### src/rtl/quad_updown_decoder_pkg.sv
// Shared definitions for the quadrature decoder and any encoder models that
// drive it.
//   DIR_UP / DIR_DOWN : values reported on the updown output
//   phase_e           : the four {A,B} phase states of an incremental encoder
//   is_up_step        : true when prev->cur is one forward (A leads B) step
//   is_down_step      : true when prev->cur is one reverse (B leads A) step
package quad_updown_decoder_pkg;

   localparam logic DIR_UP   = 1'b1;
   localparam logic DIR_DOWN = 1'b0;

   typedef enum logic [1:0] {
      PH_00 = 2'b00,
      PH_10 = 2'b10,
      PH_11 = 2'b11,
      PH_01 = 2'b01
   } phase_e;

   // Forward rotation walks 00 -> 10 -> 11 -> 01 -> 00.
   function automatic logic is_up_step(input logic [1:0] prev, input logic [1:0] cur);
      logic hit;
      hit = 1'b0;
      case ({prev, cur})
         {PH_00, PH_10},
         {PH_10, PH_11},
         {PH_11, PH_01},
         {PH_01, PH_00}: hit = 1'b1;
         default:        hit = 1'b0;
      endcase
      return hit;
   endfunction

   // Reverse rotation walks 00 -> 01 -> 11 -> 10 -> 00.
   function automatic logic is_down_step(input logic [1:0] prev, input logic [1:0] cur);
      logic hit;
      hit = 1'b0;
      case ({prev, cur})
         {PH_00, PH_01},
         {PH_01, PH_11},
         {PH_11, PH_10},
         {PH_10, PH_00}: hit = 1'b1;
         default:        hit = 1'b0;
      endcase
      return hit;
   endfunction

endpackage

### src/rtl/quad_updown_decoder_sync_2ff.sv
// Multi-flop synchronizer for one asynchronous input bit.
//   clk   : sampling clock
//   reset : asynchronous active-low reset, clears every stage to 0
//   d     : raw asynchronous input
//   q     : synchronized output, STAGES clocks behind d
module sync_2ff #(
   parameter int STAGES = 2
) (
   input  logic clk,
   input  logic reset,
   input  logic d,
   output logic q
);

   logic [STAGES-1:0] sync_q;
   logic [STAGES-1:0] sync_d;

   // Shift the raw input into the bottom of the chain.
   always_comb begin
      sync_d = {sync_q[STAGES-2:0], d};
   end

   // Chain registers; reset to 0 so the decoder sees a known phase.
   always_ff @(posedge clk or negedge reset) begin
      if (!reset) begin
         sync_q <= '0;
      end else begin
         sync_q <= sync_d;
      end
   end

   assign q = sync_q[STAGES-1];

endmodule

### src/rtl/quad_updown_decoder.sv
// Quadrature A/B decoder in x4 mode with integrated position counter.
//   clk     : single rising-edge clock
//   reset   : asynchronous active-low reset
//   enable  : 1 = count valid transitions, 0 = hold count (A/B still tracked)
//   clear   : synchronous count clear, beats a simultaneous step
//   a_in    : raw phase A (asynchronous)
//   b_in    : raw phase B (asynchronous)
//   err_clr : synchronous clear of the sticky error flag
//   count   : WIDTH-bit position, wraps modulo 2**WIDTH
//   updown  : direction of the last counted step (1 = up)
//   step    : one-cycle pulse per counted transition
//   err     : sticky flag, set when A and B change in the same sample
module quad_updown_decoder
   import quad_updown_decoder_pkg::*;
#(
   parameter int WIDTH       = 4,
   parameter int SYNC_STAGES = 2
) (
   input  logic             clk,
   input  logic             reset,
   input  logic             enable,
   input  logic             clear,
   input  logic             a_in,
   input  logic             b_in,
   input  logic             err_clr,
   output logic [WIDTH-1:0] count,
   output logic             updown,
   output logic             step,
   output logic             err
);

   // The sync chains and prev need SYNC_STAGES+1 clocks to hold real samples.
   localparam logic [2:0] PRIME_CYCLES = 3'(SYNC_STAGES + 1);

   logic             a_s;
   logic             b_s;
   logic [1:0]       cur;
   logic             primed;
   logic             move_up;
   logic             move_down;
   logic             illegal;

   logic [1:0]       prev_q,   prev_d;
   logic [2:0]       prime_q,  prime_d;
   logic [WIDTH-1:0] count_q,  count_d;
   logic             updown_q, updown_d;
   logic             step_q,   step_d;
   logic             err_q,    err_d;

   sync_2ff #(.STAGES(SYNC_STAGES)) u_sync_a (
      .clk   (clk),
      .reset (reset),
      .d     (a_in),
      .q     (a_s)
   );

   sync_2ff #(.STAGES(SYNC_STAGES)) u_sync_b (
      .clk   (clk),
      .reset (reset),
      .d     (b_in),
      .q     (b_s)
   );

   // Decode the current phase against the previous sample and work out the
   // next counter, direction, step and error state.
   always_comb begin
      cur       = {a_s, b_s};
      primed    = (prime_q == PRIME_CYCLES);
      move_up   = is_up_step(prev_q, cur);
      move_down = is_down_step(prev_q, cur);
      illegal   = ((prev_q ^ cur) == 2'b11);

      prime_d  = primed ? prime_q : prime_q + 3'd1;
      prev_d   = cur;
      count_d  = count_q;
      updown_d = updown_q;
      step_d   = 1'b0;
      err_d    = err_clr ? 1'b0 : err_q;

      if (primed) begin
         // An illegal jump overrides err_clr and ignores enable.
         if (illegal) begin
            err_d = 1'b1;
         end else if (enable && (move_up || move_down)) begin
            step_d   = 1'b1;
            updown_d = move_up ? DIR_UP : DIR_DOWN;
            count_d  = move_up ? count_q + WIDTH'(1) : count_q - WIDTH'(1);
         end
      end

      // clear wins over the count change but leaves step/updown alone.
      if (clear) begin
         count_d = '0;
      end
   end

   // State registers; reset also restarts the priming window.
   always_ff @(posedge clk or negedge reset) begin
      if (!reset) begin
         prev_q   <= PH_00;
         prime_q  <= '0;
         count_q  <= '0;
         updown_q <= DIR_UP;
         step_q   <= 1'b0;
         err_q    <= 1'b0;
      end else begin
         prev_q   <= prev_d;
         prime_q  <= prime_d;
         count_q  <= count_d;
         updown_q <= updown_d;
         step_q   <= step_d;
         err_q    <= err_d;
      end
   end

   assign count  = count_q;
   assign updown = updown_q;
   assign step   = step_q;
   assign err    = err_q;

endmodule

### config.mk
export PLATFORM = sky130hd
export DESIGN_NAME = quad_updown_decoder
export DESIGN_NICKNAME = d
export VERILOG_FILES = /design/src/rtl/quad_updown_decoder_pkg.sv /design/src/rtl/quad_updown_decoder_sync_2ff.sv /design/src/rtl/quad_updown_decoder.sv
export SDC_FILE = /design/constraint.sdc
export NUM_CORES = 1
export LEC_CHECK = 0
export CORE_UTILIZATION = 30
export CTS_CLUSTER_SIZE = 14
export DETAILED_ROUTE_END_ITERATION = 12
export SYNTH_ARGS = -nofsm -noshare
export SYNTH_HDL_FRONTEND = slang
export SYNTH_SLANG_ARGS = --single-unit
export TNS_END_PERCENT = 50
### constraint.sdc
create_clock -name clk -period 4.8 [get_ports clk]
set_input_delay 0.48 -clock clk [delete_from_list [all_inputs] [get_ports clk]]
set_output_delay 0.48 -clock clk [all_outputs]
set_load 0.01 [all_outputs]
==> results_dict.tcl <==
set metrics [dict create \
    p_sw_share_pct 27.2 \
    ant_nets 0 \
    ys_ff_latch 16 \
    antenna_cells 0 \
    io_buffers 13 \
    ir_drop_mv 0.200 \
    rr_endpoint "count[3]" \
    antenna_found_initial 0 \
    yosysSeqAreaShare_pct 54.0 \
    overflow 0 \
    register_area_um2 402 \
    ys.flop_type "dfrtp_1" \
    hold_buffers 0 \
    setup_tns_ns 0 \
    pre_cts_ws_ns 2.44 \
    power.total_mw 0.324 \
    drtIter0Drc 6 \
    ctsHtreeMaxLevel 1 \
    cts_tree "done" \
    drive_above_1_share_pct 16.2 \
    yosysUniqueCellTypes 27 \
    synthTopCellsByCount "dfrtp_1 (15), xnor2_1 (5), a21oi_1 (4), ha_1 (4), o21ai_0 (4)" \
    syn_area_per_cell_um2 12.8 \
    areaGrowthSynthToFinish_pct 26.6 \
    fillers 215 \
    vias 479 \
    fin_skew_ns 0.00792 \
    required_ns 4.98 \
    cts_root_buf "clkbuf_4" \
    synth_nets 70 \
    holdWs_ns 0.354 \
    cts.sinks 16 \
    leakage_nw 0.386 \
    dpl.cell_count 98 \
    drc 0 \
    core-area_um2 2280 \
    rr_worst_depth 7 \
    io_pins 14 \
    row_count 17 \
    dp_hpwl_um 907 \
    worst_slack_ns 2.44 \
    rrSetupSlack_ns 2.44 \
    cp_max_fo 4 \
    grt_max_degree 17 \
    multi_input_area_um2 330 \
    grt_usage_pct 11.3 \
    grt_pass1_vias 471 \
    seqPwrFrac_pct 48.5 \
    die_w_um 51.8 \
    p_int_mw 0.236 \
    yosysWarnings 0 \
    power_switching_mw 0.0882 \
    synth_edf_count 0 \
    min_to "u_sync_b.sync_q[1]" \
    fin_cells 102 \
    grt_pass1_wl_um 2140 \
    wl_um 1230 \
    min_path_type "register to register" \
    clock_latency_ns 0.29 \
    place_congestion 0.793 \
    design_area_um2 941 \
    placed_area_um2 905 \
    final_core_util_pct 41.3 \
    synth_top_area_share_pct 50.5 \
    yosysMostFrequentCell "dfrtp_1" \
    reg2reg_from "u_sync_b.sync_q[1]" \
    fmax_mhz 424 \
    synth_area_leader_cell "dfrtp_1" \
    p_clk_share_pct 27.4 \
    max_cap_viol_count 0 \
    clkTransAtPathRegs_ns 0.10 \
    dieArea_um2 2680 \
    comb_power_share_pct 24.1 \
    synth_cells 58 \
    die_y_um 51.8 \
    async_flop_share_pct 100 \
    cts_resized 0 \
    initial_core_util_pct 32.7 \
    min_period_ns 2.36 \
    synth_area_leaders "dfrtp_1 (51%), ha_1 (6.7%), xnor2_1 (5.9%)" \
    status "completed" \
    rsz0062_at_grt "false" \
    period_share_pct 49.1 \
    drt-pass1-iter-count 3 \
    viasPerCell 4.70 \
    finalMaxSlewViolations 0 \
    tightest_slew_ns 0.697 \
    syn_area_um2 743 \
    cts.path.max_buffers 2 \
    start_kind "register" \
    post_cts_buffers 0 \
    worst-setup-path-type "register to register" \
    critPathCaptureType "register" \
    nNetsFinal 87 \
    arrival_ns 2.54 \
    hp-start "u_sync_b.sync_q[0]" \
    post_drt_wl_per_cell_um 12.1 \
    hold_viol 0 \
    relSlewSlack_pct 53.4 \
    setup_viol 0 \
    whs_path_depth 0 \
    cellPowerDensity_nw_per_um2 345 \
    numCtsBuffers 3 \
]
-- cell type report --
class | instances | share of cell area, %
inverters | 2 | 0.798
clock buffers | 4 | 3.86
repair buffers | 13 | 13.8
multi-input cells | 39 | 35.1
flip-flops and latches | 16 | 42.7
well taps | 28 | 3.72
-- cells by family (layout without fill, tap and decap cells) --
group	count (synthesis)	after routing	synth area share [%]
buf+inv	3	19	1.52
xor+xnor	8	8	11.4
compound gates	13	13	11.3
mux	3	3	4.88
flops	16	16	54.0
simple gates	10	10	7.41
fa+ha+maj	5	5	9.43
-- routing by layer --
metal	vias up	wire length [um]	share of wire, %	track usage (%)
met5	-	0	0	0
met4	0	7	0.57	2.70
met3	2	73	5.9	5.26
met2	13	593	48	18.2
met1	228	558	45	13.7
li1	236	-	-	-
-- critical path, cell delays in order (launching register included) --
cell and delay (ns):
dfrtp_1 0.43, xor2_1 0.18, or2_2 0.36, ha_1 0.34, a21oi_1 0.10, a211o_1 0.32, a211oi_2 0.21, mux2_4 0.31
-- worst max-delay path by stage --
stage | start | to | slack, ns | cells after the start
5_1_grt | u_sync_b.sync_q[1] | count[3] | 2.33 | 7
2_1_floorplan | u_sync_b.sync_q[1] | count[3] | 2.56 | 7
4_1_cts | u_sync_b.sync_q[1] | count[3] | 2.42 | 7
3_3_place_gp | u_sync_b.sync_q[1] | count[3] | 2.52 | 7
6_report | u_sync_b.sync_q[1] | count[3] | 2.44 | 7
3_5_place_dp | u_sync_b.sync_q[1] | count[3] | 2.44 | 7
-- placed cells by master (no fill, tap or decap), drive strengths merged, types with 2 or more instances in the layout --
cell type and instances:
a211oi 2, clkdlybuf4s50 13, a21oi 4, mux2 2, ha 4, xor2 3, nor2 2, clkbuf 4
dfrtp 15, nand3 2, inv 2, xnor2 5, o21ai 4
-- sequential cells by signal (all words and copies together) (netlist names) --
register	flops
count	4
err	1
prev_q	2
prime_q	3
step	1
u_sync_a.sync_q	2
u_sync_b.sync_q	2
updown	1
-- power by group through the flow --
| stage | registers (mW) | clock network (mW) | logic, mW |
|---|---|---|---|
| 2_1_floorplan | 0.163 | 0 | 0.0407 |
| 3_3_place_gp | 0.160 | 0 | 0.0777 |
| 3_5_place_dp | 0.160 | 0 | 0.0789 |
| 4_1_cts | 0.158 | 0.0928 | 0.0789 |
| 5_1_grt | 0.159 | 0.0996 | 0.0866 |
| 6_report | 0.157 | 0.0889 | 0.0781 |
Power figures use the tool's default switching activity.
